===== src/rtl/count_capture.sv =====
// -----------------------------------------------------------------------------
// count_capture
//
// Timestamp capture unit fed by a free-running counter. Each synchronized
// rising edge of the asynchronous evt_in line pushes the current cnt value
// into a small first-word-fall-through FIFO, drained over valid/ready.
// Captures that arrive while the FIFO is full (and not being popped on the
// same edge) are dropped and set a sticky overflow flag.
//
// Ports
//   clk       system clock, shared with the counter
//   rst       asynchronous, active-high reset
//   cnt       free-running count, synchronous to clk
//   evt_in    asynchronous event line; rising edge requests a capture
//   ts_data   head-of-FIFO timestamp (0 while the FIFO is empty)
//   ts_valid  FIFO not empty
//   ts_ready  consumer accepts the head entry
//   level     FIFO occupancy, 0..DEPTH
//   overflow  sticky; at least one capture was dropped
//   clr_ovf   synchronous clear of overflow (a same-edge drop wins)
// -----------------------------------------------------------------------------
module count_capture #(
    parameter int WIDTH       = 32,
    parameter int DEPTH       = 4,
    parameter int SYNC_STAGES = 2
) (
    input  logic                     clk,
    input  logic                     rst,
    input  logic [WIDTH-1:0]         cnt,
    input  logic                     evt_in,
    output logic [WIDTH-1:0]         ts_data,
    output logic                     ts_valid,
    input  logic                     ts_ready,
    output logic [$clog2(DEPTH):0]   level,
    output logic                     overflow,
    input  logic                     clr_ovf
);

    localparam int AW = $clog2(DEPTH);
    localparam int PW = AW + 1;
    localparam logic [PW-1:0] PTR_ONE  = PW'(1);
    localparam logic [PW-1:0] FULL_LVL = PW'(DEPTH);

    if (DEPTH < 2 || (DEPTH & (DEPTH - 1)) != 0) begin : g_depth_chk
        $error("count_capture: DEPTH must be a power of 2 and at least 2");
    end
    if (SYNC_STAGES < 2) begin : g_sync_chk
        $error("count_capture: SYNC_STAGES must be at least 2");
    end

    logic [SYNC_STAGES-1:0] sync;
    logic                   prev;
    logic                   evt_edge;

    logic [PW-1:0]          wr_ptr;
    logic [PW-1:0]          rd_ptr;
    logic [WIDTH-1:0]       mem [DEPTH];

    logic                   full;
    logic                   pop;
    logic                   push;
    logic                   drop;

    // ---- synchronizer and edge history ----
    // Everything resets to 1 so a line already high at reset release is
    // treated as "no edge seen"; a fresh low-to-high transition is needed.
    always_ff @(posedge clk or posedge rst) begin
        if (rst) begin
            sync <= '1;
            prev <= 1'b1;
        end else begin
            sync <= {sync[SYNC_STAGES-2:0], evt_in};
            prev <= sync[SYNC_STAGES-1];
        end
    end

    assign evt_edge = sync[SYNC_STAGES-1] & ~prev;

    // ---- FIFO control ----
    // A pop on the same edge frees the slot, so a capture into a full FIFO
    // is still accepted when the consumer is reading.
    assign level    = wr_ptr - rd_ptr;
    assign ts_valid = (level != '0);
    assign full     = (level == FULL_LVL);
    assign pop      = ts_valid & ts_ready;
    assign push     = evt_edge & (~full | pop);
    assign drop     = evt_edge & full & ~pop;

    always_ff @(posedge clk or posedge rst) begin
        if (rst) begin
            wr_ptr   <= '0;
            rd_ptr   <= '0;
            overflow <= 1'b0;
        end else begin
            if (push) begin
                wr_ptr <= wr_ptr + PTR_ONE;
            end
            if (pop) begin
                rd_ptr <= rd_ptr + PTR_ONE;
            end
            if (drop) begin
                overflow <= 1'b1;
            end else if (clr_ovf) begin
                overflow <= 1'b0;
            end
        end
    end

    // ---- timestamp storage ----
    // When full with a simultaneous pop, the write slot equals the read slot;
    // the head is read combinationally this cycle before being overwritten.
    always_ff @(posedge clk) begin
        if (push) begin
            mem[wr_ptr[AW-1:0]] <= cnt;
        end
    end

    // Gating on ts_valid gives a defined 0 out of reset and when empty.
    assign ts_data = ts_valid ? mem[rd_ptr[AW-1:0]] : '0;

endmodule


===== config.mk =====
export PLATFORM = sky130hd
export DESIGN_NAME = count_capture
export DESIGN_NICKNAME = d
export VERILOG_FILES = /design/src/rtl/count_capture.sv
export SDC_FILE = /design/constraint.sdc
export NUM_CORES = 1
export LEC_CHECK = 0
export ABC_AREA = 1
export CAP_MARGIN = 10
export CORE_MARGIN = 5
export CORE_UTILIZATION = 28
export CTS_CLUSTER_SIZE = 12
export DETAILED_ROUTE_END_ITERATION = 8
export PLACE_DENSITY = 0.44
export SLEW_MARGIN = 10
export SYNTH_ARGS = -nofsm -noshare
export SYNTH_HDL_FRONTEND = slang
export SYNTH_SLANG_ARGS = --single-unit

===== constraint.sdc =====
create_clock -name clk -period 6.1 [get_ports clk]
set_input_delay 1.22 -clock clk [delete_from_list [all_inputs] [get_ports clk]]
set_output_delay 1.22 -clock clk [all_outputs]
set_load 0.05 [all_outputs]

==> flow_summary.yaml <==
global_routing:
  grtUsageTotal_pct: 11.1
  grt.busiest_layer: "met2"
  grt_use_met1_pct: 13.8
  grt_antenna_before_repair: 0
  grt_overflow: 0
  grt_pass1_wl_mm: 20.0
  grt_max_degree: 68
  gr-usage-met3_pct: 3.18
  grt_pass1_vias: 3709
  met2_usage_pct: 18.5
cts:
  root_buffer: "clkbuf_16"
  clk_latency_ns: 0.41
  clock-sinks: 138
  cts_buffers: 17
  cts_tree: "done"
  htree_num_levels: 4
  cts_resized: 0
  clock_tree.buffer_depth: 2
  hold_buffers: 0
  post_cts_buffers: 0
  path_clk_slew_ns: 0.05
synthesis:
  yosysWarnings: 0
  synth_edf_count: 128
  synth-async-reset-ratio_pct: 7.25
  ys.flop_type: "edfxtp_1"
  synthTopCellsByCount: "edfxtp_1 (128), nor2_1 (102), o21ai_0 (71)"
  synth-seq-cells: 138
  ys_seq_area_share_pct: 72.2
  synth.largest_area_cell: "edfxtp_1"
  synth_top_area_share_pct: 67.7
  yosysMostFrequentCell: "edfxtp_1"
  synth_nets: 526
  synthesis.area_um2: 5680
  postSynthAreaPerCell_um2: 11.8
  ys_top_cells_by_area: "edfxtp_1 (68%), nor2_1 (6.7%), o21ai_0 (6.3%)"
  synth_cell_types: 20
  synthCells: 482
route:
  dr_total_vias: 3618
  antenna_left: 0
  routed_wl_mm: 12.5
  drc: 0
  wl_per_cell_um: 14.9
  first_iter_violations: 231
  drtPass1Iterations: 4
  viasPerCell: 4.32
setup_path:
  critical_path.startpoint_type: "flop"
  cp-startpoint: "rd_ptr[0]$_DFFE_PP0P_"
  required_ns: 4.88
  cp_max_fo: 67
  reg2reg_from: "wr_ptr[0]$_DFFE_PP0P_"
  slowest_delay_ns: 0.90
  crit_type: "reg -> out"
  critical_path.cell_chain: "buf_4 -> inv_2 -> nor2_1 -> o21ai_0 -> nand2_1 -> inv_1 -> clkdlybuf4s50_1"
  critPathSlowestCell: "inv_2"
  end_kind: "output port"
  arrival_ns: 3.49
sta:
  worst_pin_slew_ns: 1.10
  drv_slew: 0
  rsz0062_at_grt: "no"
  fmax_mhz: 212
  layout_min_cycle_time_ns: 4.71
  period_share_pct: 77.2
  max_slew_margin_pct: 26.6
  finClkSkew_ns: 0.00802
  hold_viol_final: 0
  fin_tns_setup_ns: 0
  setup_viol_count_final: 0
floorplan:
  die_area_um2: 23200
  die_h_um: 152
  die_w_um: 152
  core_um2: 20100
  num_rows: 52
  num_io_pins: 74
  initial_core_util_pct: 28.2
hold_path:
  hold_path.class: "reg -> reg"
  min-delay-start: "sync[0]$_DFF_PP1_"
place:
  portBuffers: 73
  placed_area_um2: 6670
  dp_hpwl_mm: 7.38
  gp_congestion: 0.678
  dp_cells: 806
layout:
  finalInstanceArea_um2: 7260
  area_delta_synth_final_pct: 27.9
  drive_gt1_share_pct: 7.39
  fin_nets: 599
  fillers: 1944
  stdcell_count: 838
  antenna_cells: 0
run:
  maxCapViolCount: 0
outcome:
  outcome: "finished, final reports clean"
state kept, by name, summed over array words and instances (netlist names):
name      cells
sync          2
mem         128
rd_ptr        3
wr_ptr        3
overflow      1
prev          1
cell families (layout without fill, tap and decap cells):
family / count (synthesis) / count (layout) / synth area share [%]
adders and majority gates: 7 / 7 / 1.68
xor gates and xnor gates: 2 / 2 / 0.309
and+or+nand+nor: 166 / 166 / 11.5
buffers and inverters: 72 / 158 / 5.73
AOI/OAI and AO/OA: 97 / 97 / 8.55
DFF: 138 / 138 / 72.2
cell usage in the layout (no fill, tap or decap), drive strengths merged:
master         count
xor2               2
inv               48
clkdlybuf4s50     73
clkbuf            20
nand2             53
ha                 6
nand3             11
fa                 1
o21ai             97
buf                5
dfstp              3
dfrtp              7
nor2             102
edfxtp           128
clkinv             8
bufinv             4
cell type report:
cell class              instances  area (um2)  area share [%]
multi-input cells             272        1280            17.7
repair buffers                 78         768            10.6
flip-flops and latches        138        4100            56.5
clock buffers                  20         437            6.02
clock inverters                12         154            2.12
well taps                     270         338            4.65
inverters                      48         180            2.48
layer usage:
layer	share of wire [%]	routed length, um	up-vias
met3	4.6	570	10
met2	49	6080	70
li1	-	-	1780
met4	1.3	166	0
met5	0	0	-
met1	45	5680	1758
per-stage QoR:
step           worst slack [ns]  hold slack, ns  utilization, %
2_1_floorplan              2.81           0.345               -
4_1_cts                    1.28           0.359            36.1
3_3_place_gp               1.78           0.351            33.2
6_report                   1.39           0.359            36.1
5_1_grt                    1.11           0.364            36.1
3_5_place_dp               1.73           0.350            33.2
worst max-delay path: cells and delay by family (launching register included):
kind / cells / cell delay (ns)
buffers and inverters: 4 / 2.10
flip-flops: 1 / 0.40
AO/OA/AOI/OAI: 1 / 0.38
AND/OR/NAND/NOR: 2 / 0.17
final timing paths:
path,to,slack (ns),cells after the start
max,ts_data[26],1.39,7
min in group asynchronous,overflow$_DFFE_PP0P_,1.09,2
min reg2reg,sync[1]$_DFF_PP1_,0.36,0
max in group asynchronous,prev$_DFF_PP1_,4.69,2
max reg2reg,mem[0][0]$_DFFE_PP_,3.11,8
min,sync[1]$_DFF_PP1_,0.36,0
Power is not shown: default switching activity piles up to over one toggle a cycle in this logic, so the estimate is an artifact.
